$ cat src/rtl/add_pkg.sv
// add_pkg: shared FSM state type and default geometry for add_multicycle.
package add_pkg;
    typedef enum logic [1:0] {IDLE, ADD, DONE} state_t;
    localparam int DEF_WIDTH = 16;
    localparam int DEF_CHUNK = 4;
endpackage

$ cat src/rtl/add_chunk.sv
// add_chunk: combinational CHUNK-bit adder with carry in and carry out.
module add_chunk #(
    parameter int CHUNK = 4
) (
    input  logic [CHUNK-1:0] a,
    input  logic [CHUNK-1:0] b,
    input  logic             carryIn,
    output logic [CHUNK-1:0] sum,
    output logic             carryOut
);
    assign {carryOut, sum} = {1'b0, a} + {1'b0, b} + {{CHUNK{1'b0}}, carryIn};
endmodule

$ cat src/rtl/add_multicycle.sv
// add_multicycle: ripple adder that processes one CHUNK-bit slice per cycle, LSB first.
// Define ADD_OVERFLOW_EN to add a signed-overflow output alongside the result.
module add_multicycle
    import add_pkg::*;
#(
    parameter int WIDTH = DEF_WIDTH,
    parameter int CHUNK = DEF_CHUNK
) (
    input  logic             clk,
    input  logic             rst_n,
    input  logic [WIDTH-1:0] a,
    input  logic [WIDTH-1:0] b,
    input  logic             carryIn,
    input  logic             inValid,
    output logic             inReady,
    output logic [WIDTH-1:0] sum,
    output logic             carryOut,
    output logic             outValid,
    input  logic             outReady,
    output logic             busy
`ifdef ADD_OVERFLOW_EN
    ,
    output logic             overflow
`endif
);
    localparam int NCHUNK = WIDTH / CHUNK;
    localparam int KW = NCHUNK > 1 ? $clog2(NCHUNK) : 1;
    localparam logic [KW-1:0] K_LAST = KW'(NCHUNK - 1);

    if (WIDTH < 1 || CHUNK < 1 || CHUNK > WIDTH || WIDTH % CHUNK != 0) begin : g_bad_params
        $fatal(1, "add_multicycle: illegal WIDTH/CHUNK combination");
    end

    state_t           state;
    logic [KW-1:0]    k;
    logic [WIDTH-1:0] a_r, b_r;
    logic             c_r;
    logic [CHUNK-1:0] cs;
    logic             co;

    add_chunk #(.CHUNK(CHUNK)) u_chunk (
        .a        (a_r[k*CHUNK +: CHUNK]),
        .b        (b_r[k*CHUNK +: CHUNK]),
        .carryIn  (c_r),
        .sum      (cs),
        .carryOut (co)
    );

    // c_r doubles as the running carry and, once in DONE, the final carry out
    always_ff @(posedge clk or negedge rst_n) begin
        if (!rst_n) begin
            state <= IDLE;
            k     <= '0;
            sum   <= '0;
            a_r   <= '0;
            b_r   <= '0;
            c_r   <= 1'b0;
        end else begin
            case (state)
                IDLE: if (inValid) begin
                    a_r   <= a;
                    b_r   <= b;
                    c_r   <= carryIn;
                    k     <= '0;
                    state <= ADD;
                end
                ADD: begin
                    sum[k*CHUNK +: CHUNK] <= cs;
                    c_r <= co;
                    if (k == K_LAST) state <= DONE;
                    else k <= k + 1'b1;
                end
                DONE: if (outReady) state <= IDLE;
                default: state <= IDLE;
            endcase
        end
    end

    assign inReady  = state == IDLE;
    assign busy     = state != IDLE;
    assign outValid = state == DONE;
    assign carryOut = c_r;

`ifdef ADD_OVERFLOW_EN
    assign overflow = outValid && (a_r[WIDTH-1] == b_r[WIDTH-1]) && (sum[WIDTH-1] != a_r[WIDTH-1]);
`endif
endmodule

$ cat config.mk
export PLATFORM = sky130hd
export DESIGN_NAME = add_multicycle
export DESIGN_NICKNAME = d
export VERILOG_FILES = /design/src/rtl/add_pkg.sv /design/src/rtl/add_chunk.sv /design/src/rtl/add_multicycle.sv
export SDC_FILE = /design/constraint.sdc
export NUM_CORES = 1
export LEC_CHECK = 0
export BUFFER_PORTS_ARGS = -buffer_cell sky130_fd_sc_hd__buf_2
export CAP_MARGIN = 30
export CORE_AREA = 2 2 70 99
export DETAILED_ROUTE_END_ITERATION = 8
export DIE_AREA = 0 0 72 101
export PLACE_DENSITY = 0.59
export SYNTH_ARGS = -nofsm -noshare
export SYNTH_HDL_FRONTEND = slang
export SYNTH_SLANG_ARGS = --single-unit
$ cat constraint.sdc
create_clock -name clk -period 3.1 [get_ports clk]
set_clock_uncertainty 0.1 [all_clocks]
set_input_delay 0.93 -clock clk [delete_from_list [all_inputs] [get_ports clk]]
set_output_delay 0.93 -clock clk [all_outputs]
set_load 0.05 [all_outputs]
# Word level (Yosys, flattened, before mapping)
# Index checks and enable logic that the tools add are counted.
dict set report op_classes {
  add_sub_neg 4
  n_eq_ne 7
  shifts 4
  muxes 10
  n_reduce_logical 7
}
# operator n
set op_table {}
lappend op_table {{negator 4 -> 34 bit} 1}
lappend op_table {{variable shift 4 x 34 -> 16 bit (first input constant)} 1}
lappend op_table {{indexed part select 4 x 34 -> 16 bit} 1}
lappend op_table {{indexed part select 16 x 5 -> 4 bit} 2}
lappend op_table {{bitwise mux 16 bit} 1}
lappend op_table {{2-to-1 mux 2 bit} 5}
lappend op_table {{inequality test 2 bit (second input constant)} 3}
lappend op_table {{case mux 2 bit (3 select lines)} 1}
lappend op_table {{AND reduction 3 bit} 2}
lappend op_table {{adder 4 x 4 -> 5 bit} 1}
lappend op_table {{adder 5 x 1 -> 5 bit} 1}
lappend op_table {{equality test 2 bit (second input constant)} 2}
lappend op_table {{case mux 2 bit (2 select lines)} 1}
lappend op_table {{AND reduction 2 bit} 2}
lappend op_table {{nonzero test 2 bit} 2}
lappend op_table {{adder 2 x 1 -> 2 bit (second input constant)} 1}
lappend op_table {{equality test 2 x 1 -> 1 bit (second input constant)} 1}
lappend op_table {{logical NOT 2 bit} 1}
lappend op_table {{inequality test 2 x 1 -> 1 bit (second input constant)} 1}
lappend op_table {{case mux 1 bit (2 select lines)} 1}
lappend op_table {{2-to-1 mux 1 bit} 1}
dict set report totals {
  register_bits 53
  inputBits 37
  out_inout_bits 20
  word_cells 38
}

# Logic depth before layout (Yosys ltp)
# Gate-level depths: netlist of the first run.
dict set report logic_depth {
  ltp_word 5
  ltp_mapped 7
  mapped_depth_nobuf 6
}

# Cells and area by module
# A second synthesis of the first run with hierarchy kept.
dict set report hier_totals {
  hier_cells 197
  hier_area_um2 2615.0
}
# mod instances cells_per_inst area_each_um2 seq_area_each_um2
set modules_own_cells {}
lappend modules_own_cells {add_multicycle 1 181 2471.1 1326.3}
lappend modules_own_cells {add_chunk 1 16 143.9 0.0}

# Worst setup path before layout of the first run
# OpenSTA, ideal clock, no wires.
dict set report synth_path {
  kind {flip-flop to flip-flop}
  start {register k[0]}
  end {register c_r, in the netlist carryOut}
  setup_time_ps 123
  arrival_ps 2629
  required_time_ps 2877
  path_slack_ps 248
  path_stages_with_launch 8
  n_path_buf 1
  path_cell_list {dfrtp_1 > buf_4 > mux4_2 > fa_1 > fa_1 > a21o_1 > a211o_1 > o221a_2}
}
dict set report synth_via {
  elab_chain_cells 4
}
# element line_no
set synth_lines {}
lappend synth_lines {{from (decl)} add_multicycle.sv:35} ;# logic [KW-1:0] k;
lappend synth_lines {{from (signal assigned)} add_multicycle.sv:71} ;# else k <= k + 1'b1;
lappend synth_lines {{indexed part select 16 x 5 -> 4 bit, on equally long branches} {add_multicycle.sv:42, add_multicycle.sv:43}}
lappend synth_lines {{adder 4 x 4 -> 5 bit *} add_chunk.sv:11} ;# assign {carryOut, sum} = {1'b0, a} + {1'b0, b} + {{CHUNK{1'b0}}, carryIn};
lappend synth_lines {{adder 5 x 1 -> 5 bit *} add_chunk.sv:11}
lappend synth_lines {{case mux 1 bit (2 select lines) *} add_multicycle.sv:59} ;# case (state)
lappend synth_lines {{to (signal assigned)} add_multicycle.sv:63} ;# c_r <= carryIn;
lappend synth_lines {{to (signal assigned)} add_multicycle.sv:69} ;# c_r <= co;
lappend synth_lines {{to (decl)} add_multicycle.sv:37} ;# logic c_r;
# Every way passes the cells marked *; elsewhere a longest branch is shown, timed or not.
# A chain may end at the register's enable or synchronous reset.

# Worst setup path after layout of the first run
# Same ends and word-level chain as after synthesis.

==> results of run 1 <==
==> worst min path at each step <==
stage                             startpoint                 end  slack, ns
after floorplan           b_r[4]$_DFFE_PN0P_  b_r[4]$_DFFE_PN0P_       0.35
after global placement    b_r[7]$_DFFE_PN0P_  b_r[7]$_DFFE_PN0P_       0.38
after CTS                 b_r[7]$_DFFE_PN0P_  b_r[7]$_DFFE_PN0P_       0.40
after detailed placement  b_r[7]$_DFFE_PN0P_  b_r[7]$_DFFE_PN0P_       0.37
after global routing      b_r[7]$_DFFE_PN0P_  b_r[7]$_DFFE_PN0P_       0.42
final                     b_r[7]$_DFFE_PN0P_  b_r[7]$_DFFE_PN0P_       0.39
==> flip-flops by register name (all words and copies together) (netlist names) <==
signal and count:
sum 16, b_r 16, k 2, a_r 16
carryOut 1, state 2
==> routing by layer <==
layer | up-vias | part of all wire [%] | wire, um | track usage, %
li1 | 739 | - | - | -
met1 | 773 | 42 | 2020 | 18.0
met2 | 42 | 52 | 2500 | 24.1
met3 | 5 | 5.0 | 239 | 3.70
met4 | 0 | 1.0 | 48 | 3.48
met5 | - | 0 | 0 | 0
==> cell usage after synthesis (2+ instances only) <==
master and instances:
dfrtp_1 53, mux2_2 31, a22o_1 13, ha_1 9, mux4_2 8, nor2_1 6, inv_1 5, nand2_1 5
a32o_1 4, buf_4 3, buf_6 3, fa_1 2, mux2_1 2
==> per-stage QoR <==
step                      area [um2]  setup WS [ns]  instances  total power, uW  hold slack (ns)
after floorplan                 2500          0.248        164             2820            0.353
after global placement          2860          0.483        292             3300            0.377
after detailed placement        2860          0.428        292             3340            0.373
after CTS                       2950          0.407        300             3740            0.396
after global routing            2950          0.367        300             3930            0.421
final                           2950          0.434        300             3680            0.391
==> cells by family after synthesis <==
logic type,share of synthesized area [%]
xor+xnor,0.350
buf+inv,3.15
compound gates,8.36
fa+ha+maj,6.11
simple gates,6.91
flops,53.1
mux,22.1
==> layout make-up <==
cell class / count / area [um2]
sequential: 53 / 1330
timing repair buffer: 61 / 330
multi-input combinational: 99 / 1090
tap: 74 / 92.6
clock buffer: 5 / 68.8
inverter: 5 / 18.8
clock inverter: 3 / 21.3
fill: 602 / 3480
==> power by group <==
part	internal, uW	switching (uW)
clock network	161	231
logic	909	1160
registers	1000	218
total	2070	1610
==> worst max-delay path, stage by stage, from the launching register on <==
cell,delay (ns)
dfrtp_1,0.46
mux4_2,0.56
fa_1,0.44
fa_1,0.41
a21o_1,0.19
a211o_1,0.29
o221a_2,0.12
==> flow_metrics.tcl, run 1 <==
set metrics [dict create \
    start_util_pct 38.8 \
    holdPathStages 1 \
    status "complete, no violations" \
    period_share_pct 86.0 \
    synthDistinctLibCells 33 \
    finalCriticalPeriod_ns 2.67 \
    cts_setup_buffers 0 \
    nets 273 \
    setup.worst_path.end "carryOut$_DFFE_PN0P_" \
    syn_area_per_cell_um2 15.2 \
    end_kind "register" \
    syn-cell-area_um2 2500 \
    crit_type "register to register" \
    totalWireLength_um 4810 \
    yosysWarnings 0 \
    insertion_delay_ns 0.31 \
    cts_made_buffers 5 \
    hold_class "register to register" \
    dieArea_um2 7270 \
    critPathMaxFanout 4 \
    p_per_area_nw_per_um2 1250 \
    cp_data_required_time_ns 3.20 \
    utilization_pct 45.9 \
    core_area_um2 6440 \
    yosys.area.top_type "dfrtp_1" \
    holdBufCountCts 0 \
    fin_tns_setup_ns 0 \
    synth_cells 164 \
    drtPass1Iterations 4 \
    reg2reg_to "carryOut$_DFFE_PN0P_" \
    area_growth_pct 18.1 \
    antenna_found_initial 0 \
    maxCapViolCount 0 \
    antenna-diode-count 0 \
    cts_tree "done" \
    drtIter0Drc 33 \
    rows 35 \
    hold_viol 0 \
    synth-edff-count 0 \
    synthFlopType "dfrtp_1" \
    grt-ovfl-total 0 \
    critPathLaunchType "register" \
    startpoint "k[0]$_DFFE_PN0P_" \
    drive_gt1_share_pct 50.9 \
    cp.arrival_ns 2.77 \
    io_buffer_count 56 \
    layout_common_cells "56 x buf_2, 53 x dfrtp_1, 31 x mux2_2" \
    clock_path_buffers 2 \
    max_freq_ghz 0.375 \
    cts.sinks 53 \
    rsz0062_at_grt "no" \
    worst-r2r-cell-count 6 \
    die_h_um 101 \
    avgRoutedWirePerCell_um 16.0 \
    synth-seq-cells 53 \
    synthArstFlopShare_pct 100 \
    pin_count 57 \
    r2r_setup_slack_ns 0.43 \
    tightest_slew_ns 0.433 \
    hpwl_um 3750 \
    path_clk_slew_ns 0.10 \
    gp_congestion 0.800 \
    routed_via_density 5.20 \
    cts_resized 0 \
    p_leak_uw 0.00141 \
    layout_commonest_cell "buf_2" \
    maxSlewHeadroom_pct 70.9 \
    cts-root-buf "clkbuf_8" \
    drc_errors 0 \
    ys_seq_area_share_pct 53.1 \
    num_vias 1559 \
    die_width_um 72 \
    synth_nets 212 \
    r2r_start "k[0]$_DFFE_PN0P_" \
    grt_pass1_wl_um 7990 \
    synth.area.top_cells "dfrtp_1 53%, mux2_2 14%, mux4_2 7.2%" \
    ctsHtreeMaxLevel 2 \
    finalSetupViolCount 0 \
    synth_top_area_share_pct 53.1 \
    drtAntennaViolNets 0 \
    ir_drop_uv 491 \
    gr-usage-all-layers_pct 14.2 \
    grt_pass1_vias 1632 \
    final_max_slew_viol_count 0 \
    grt_max_degree 54 \
]
Note: power is estimated with default switching activity, not from simulation.
==> inputs of run 2 (changes only) <==
--- a/config.mk
+++ b/config.mk
@@ -5,12 +5,13 @@
 export SDC_FILE = /design/constraint.sdc
 export NUM_CORES = 1
 export LEC_CHECK = 0
+export ABC_AREA = 1
 export BUFFER_PORTS_ARGS = -buffer_cell sky130_fd_sc_hd__buf_2
 export CAP_MARGIN = 30
-export CORE_AREA = 2 2 70 99
+export CORE_AREA = 2 2 72 102
 export DETAILED_ROUTE_END_ITERATION = 8
-export DIE_AREA = 0 0 72 101
-export PLACE_DENSITY = 0.59
+export DIE_AREA = 0 0 74 104
+export PLACE_DENSITY = 0.58
 export SYNTH_ARGS = -nofsm -noshare
 export SYNTH_HDL_FRONTEND = slang
 export SYNTH_SLANG_ARGS = --single-unit
==> flow_metrics.tcl, run 2 <==
set metrics [dict create \
    status "complete, no violations" \
    hold_viol 0 \
    fin_tns_setup_ns 0 \
    grt_max_degree 35 \
    rows 36 \
    grt_pass1_wl_um 9110 \
    ys_seq_area_share_pct 50.0 \
    synthTopCellsByCount "53 x dfrtp_1, 30 x o21ai_0, 29 x mux2_4" \
    tightest_slew_ns 0.604 \
    drive_gt1_share_pct 36.8 \
    core_area_um2 6800 \
    totalWireLength_um 5360 \
    synth_top_area_share_pct 50.0 \
    drtIter0Drc 97 \
    maxSlewHeadroom_pct 59.8 \
    ir_drop_uv 410 \
    yosysWarnings 0 \
    synth.area.top_cells "dfrtp_1 50%, mux2_4 16%, o21ai_0 5.7%" \
    path_clk_slew_ns 0.09 \
    antenna_found_initial 0 \
    max_freq_ghz 0.386 \
    post_dp_cell_area_um2 3040 \
    critPathMaxFanout 12 \
    cp_cell_sequence "clkinv_1, o21ai_0, o22ai_1, fa_1, fa_1, xnor2_1, nor2_1, nand2_1, o21ai_0" \
    fillers 637 \
    layout_common_cells "56 x buf_2, 53 x dfrtp_1, 30 x o21ai_0" \
    cts.sinks 53 \
    max_stage_delay_ns 0.56 \
    r2r_setup_slack_ns 0.51 \
    finalCriticalPeriod_ns 2.59 \
    num_vias 1842 \
    final_max_slew_viol_count 0 \
    finalSetupViolCount 0 \
    crit_type "register to register" \
    gr-usage-all-layers_pct 15.3 \
    avgRoutedWirePerCell_um 13.7 \
    hpwl_um 4120 \
    end_kind "register" \
    crit_slowest_cell "dfrtp_1" \
    drtPass1Iterations 4 \
    stdcell_area_um2 3160 \
    gp_congestion 0.773 \
    io_buffer_count 56 \
    routed_via_density 4.71 \
    p_per_area_nw_per_um2 1240 \
    p_leak_uw 0.00160 \
    yosysMostFrequentCell "dfrtp_1" \
    synth-edff-count 0 \
    area_growth_pct 19.1 \
    place_ws_ns 0.510 \
    layout_commonest_cell "buf_2" \
    reg_top3 "a_r (16), b_r (16), sum (16)" \
    cts-root-buf "clkbuf_8" \
    start_util_pct 39.0 \
    holdPathStages 2 \
    dieArea_um2 7700 \
    cts_setup_buffers 0 \
    cts_tree "done" \
    insertion_delay_ns 0.31 \
    die_width_um 74 \
    worst-r2r-cell-count 9 \
    synthArstFlopShare_pct 100 \
    nets 343 \
    maxCapViolCount 0 \
    cp_data_required_time_ns 3.20 \
    holdBufCountCts 0 \
    synth_cells 235 \
    worstHoldEndpoint "sum[11]$_DFFE_PN0P_" \
    clock_path_buffers 2 \
    cts_made_buffers 5 \
    r2r_start "k[1]$_DFFE_PN0P_" \
    antenna-diode-count 0 \
    period_share_pct 83.6 \
    finalWorstSetupSlack_ns 0.509 \
    drtAntennaViolNets 0 \
    pin_count 57 \
    grt-ovfl-total 0 \
    syn-cell-area_um2 2650 \
    critPathLaunchType "register" \
    synth-seq-cells 53 \
    hold_class "register to register" \
    synth_nets 283 \
    ctsHtreeMaxLevel 2 \
    rsz0062_at_grt "no" \
    synthFlopType "dfrtp_1" \
    grt_pass1_vias 1902 \
    min_from "sum[11]$_DFFE_PN0P_" \
    cts_resized 0 \
    syn_area_per_cell_um2 11.3 \
    synthDistinctLibCells 28 \
    reg2reg_to "sum[6]$_DFFE_PN0P_" \
    yosys.area.top_type "dfrtp_1" \
    drc_errors 0 \
    cp.arrival_ns 2.69 \
    die_h_um 104 \
]
==> run 2: worst max path at each step <==
stage / slack (ns) / to / startpoint / depth (start not counted)
floorplan: 0.74 / sum[6]$_DFFE_PN0P_ / k[0]$_DFFE_PN0P_ / 10
global placement: 0.58 / sum[6]$_DFFE_PN0P_ / k[1]$_DFFE_PN0P_ / 9
detailed placement: 0.51 / sum[6]$_DFFE_PN0P_ / k[1]$_DFFE_PN0P_ / 9
CTS: 0.50 / sum[6]$_DFFE_PN0P_ / k[1]$_DFFE_PN0P_ / 9
global route: 0.23 / sum[6]$_DFFE_PN0P_ / k[0]$_DFFE_PN0P_ / 10
finish: 0.51 / sum[6]$_DFFE_PN0P_ / k[1]$_DFFE_PN0P_ / 9
==> run 2: metrics by stage <==
step / power, uW / util (%) / hold slack, ns / std cells
after CTS: 3970 / 46.4 / 0.394 / 391
final: 3930 / 46.4 / 0.386 / 391
after global placement: 3440 / 44.7 / 0.366 / 383
after detailed placement: 3460 / 44.7 / 0.369 / 383
after global routing: 4240 / 46.4 / 0.425 / 391
after floorplan: 2950 / - / 0.374 / 235
==> run 2: cell families after synthesis <==
logic type	Yosys count	synth area share [%]
XOR/XNOR	1	0.330
AO/OA/AOI/OAI	48	10.1
buffers and inverters	28	5.10
adder cells (fa/ha/maj)	11	5.76
flip-flops	53	50.0
AND/OR/NAND/NOR	62	11.0
multiplexers	32	17.7
==> run 2: final cells by class <==
class	count	area [um2]	area share, %
tap	95	119	3.77
inverter	20	75.1	2.38
sequential	53	1330	42.0
multi-input combinational	154	1190	37.7
timing repair buffer	61	330	10.5
clock inverter	1	30.0	0.951
clock buffer	7	86.3	2.73
==> run 2: routing by layer <==
layer	routed length, um	share of wire [%]	vias to the layer above	GRT usage [%]
li1	-	-	922	-
met5	0	0	-	0
met1	2290	43	871	19.3
met4	137	2.6	0	7.14
met3	166	3.1	8	2.13
met2	2760	52	41	25.1
==> run 2: where the power goes <==
| part | switching (uW) | internal [uW] | leakage (uW) |
|---|---|---|---|
| clock network | 224 | 264 | 0.0000585 |
| logic | 1330 | 864 | 0.000888 |
| registers | 220 | 1020 | 0.000659 |
==> run 2: critical path: cells and delay by family, from the launching register on <==
kind	cells	cell delay, ns
DFF	1	0.56
AOI/OAI and AO/OA	3	0.30
xor gates and xnor gates	1	0.27
buffers and inverters	1	0.23
and+or+nand+nor	2	0.15
adders and majority gates	2	0.86
==> inputs of run 3 (changes only) <==
==> constraint.sdc (replaced) <==
create_clock -name clk -period 2.53 [get_ports clk]
set_clock_uncertainty 0.1 [all_clocks]
set_input_delay 0.759 -clock clk [delete_from_list [all_inputs] [get_ports clk]]
set_output_delay 0.759 -clock clk [all_outputs]
set_load 0.05 [all_outputs]
==> flow_metrics.tcl, run 3 (same netlist as run 2, synthesis figures left out) <==
set metrics [dict create \
    reg2reg_to "sum[6]$_DFFE_PN0P_" \
    die_width_um 74 \
    cp.arrival_ns 2.47 \
    pin_count 57 \
    p_sw_uw 2240 \
    path_clk_slew_ns 0.11 \
    grt_pass1_vias 1843 \
    cts_setup_buffers 0 \
    hold_class "input port to async pin" \
    status "complete, no violations" \
    p_per_area_nw_per_um2 1540 \
    gr-usage-met1_pct 18.9 \
    swShare_pct 45.5 \
    maxSlewHeadroom_pct 67.8 \
    grt-ovfl-total 0 \
    die_h_um 104 \
    num_vias 1842 \
    finalWorstSetupSlack_ns 0.202 \
    finalCriticalPeriod_ns 2.33 \
    reg_top3 "a_r (16), b_r (16), sum (16)" \
    worst-path-buf-inv 1 \
    tightest_slew_ns 0.481 \
    ir_drop_uv 561 \
    gp_congestion 0.785 \
    critPathTopFamily "adder cells" \
    grt_pass1_wl_um 9050 \
    startpoint "k[1]$_DFFE_PN0P_" \
    crit_slowest_cell "dfrtp_1" \
    pwr-share-comb_pct 57.3 \
    grt.busiest_layer "met2" \
    layout_commonest_cell "buf_2" \
    p_leak_uw 0.00163 \
    place_ws_ns 0.0751 \
    final_max_slew_viol_count 0 \
    maxCapViolCount 0 \
    cp_data_required_time_ns 2.67 \
    routed_via_density 4.65 \
    insertion_delay_ns 0.31 \
    cts.sinks 53 \
    hold_viol 0 \
    cts_resized 0 \
    multi_input_area_um2 1200 \
    critPathMaxFanout 7 \
    core_area_um2 6800 \
    use_met2_pct 26.1 \
    period_share_pct 92.0 \
    ctsHtreeMaxLevel 2 \
    setup.worst_path.end "sum[6]$_DFFE_PN0P_" \
    grt_max_degree 25 \
    cp_num_cells 9 \
    met3_usage_pct 2.23 \
    max_stage_delay_ns 0.45 \
    r2r_setup_slack_ns 0.20 \
    drtPass1Iterations 4 \
    cts_tree "done" \
    critPathLaunchType "register" \
    gr-usage-all-layers_pct 15.4 \
    cp_cell_sequence "buf_4, o21ai_0, o22ai_1, fa_1, fa_2, xnor2_2, nor2_1, nand2_1, o21ai_0" \
    crit_type "register to register" \
    rsz0062_at_grt "no" \
    io_buffer_count 56 \
    holdBufCountCts 0 \
    cts_made_buffers 5 \
    cts-root-buf "clkbuf_8" \
    register_area_um2 1330 \
    drive_gt1_share_pct 39.2 \
    hpwl_um 4260 \
    drtIter0Drc 72 \
    p_clk_share_pct 11.8 \
    layout_common_cells "56 x buf_2, 52 x dfrtp_1, 29 x o21ai_0, 29 x mux2_4, 23 x nand2_1" \
    start_util_pct 39.0 \
    cpMostUsedCell "o21ai_0" \
    fin_tns_setup_ns 0 \
    avgRoutedWirePerCell_um 14.1 \
    fillers 656 \
    nets 348 \
    drtAntennaViolNets 0 \
    internal_power_uw 2690 \
    clock_path_buffers 2 \
    power_frac_seq_pct 30.9 \
    antenna-diode-count 0 \
    dieArea_um2 7700 \
    finalSetupViolCount 0 \
    end_kind "register" \
    antenna_found_initial 0 \
    worst-r2r-cell-count 9 \
    rows 36 \
    drc_errors 0 \
    max_freq_ghz 0.430 \
    r2r_start "k[1]$_DFFE_PN0P_" \
    totalWireLength_um 5580 \
    area_growth_pct 20.7 \
]
## run 3: stage by stage
stage,utilization [%],power [uW],hold WS (ns),cells,instance area (um2)
5_1_grt,47.1,5320,0.239,396,3200
6_report,47.1,4930,0.231,396,3200
3_3_place_gp,45.3,4280,0.364,388,3080
2_1_floorplan,-,3610,0.363,235,2650
4_1_cts,46.9,4890,0.231,396,3190
3_5_place_dp,45.3,4310,0.369,388,3080
## run 3: worst min path at each step
stage,startpoint,endpoint,cells past startpoint
after floorplan,rst_n,a_r[0]$_DFFE_PN0P_,0
after global placement,sum[8]$_DFFE_PN0P_,sum[8]$_DFFE_PN0P_,2
after detailed placement,sum[11]$_DFFE_PN0P_,sum[11]$_DFFE_PN0P_,2
after CTS,rst_n,b_r[9]$_DFFE_PN0P_,1
after global routing,rst_n,k[1]$_DFFE_PN0P_,1
final,rst_n,k[1]$_DFFE_PN0P_,1
## run 3: power by group through the flow
stage          Sequential (uW)  Clock [uW]  Combinational (uW)
3_5_place_dp              1540           0                2770
6_report                  1520         583                2820
5_1_grt                   1570         630                3120
4_1_cts                   1530         593                2780
2_1_floorplan             1840           0                1770
3_3_place_gp              1540           0                2740
## run 3: area by class of cell
cell class	count	share of cell area, %
sequential	53	41.5
timing repair buffer	66	11.5
inverter	20	2.35
clock inverter	2	1.21
tap	95	3.71
multi-input combinational	154	37.5
clock buffer	6	2.27
## run 3: routing by layer
layer  vias to the layer above  routed length, um
met3                         7                174
li1                        932                  -
met4                         0                121
met2                        38               2860
met5                         -                  0
met1                       865               2420
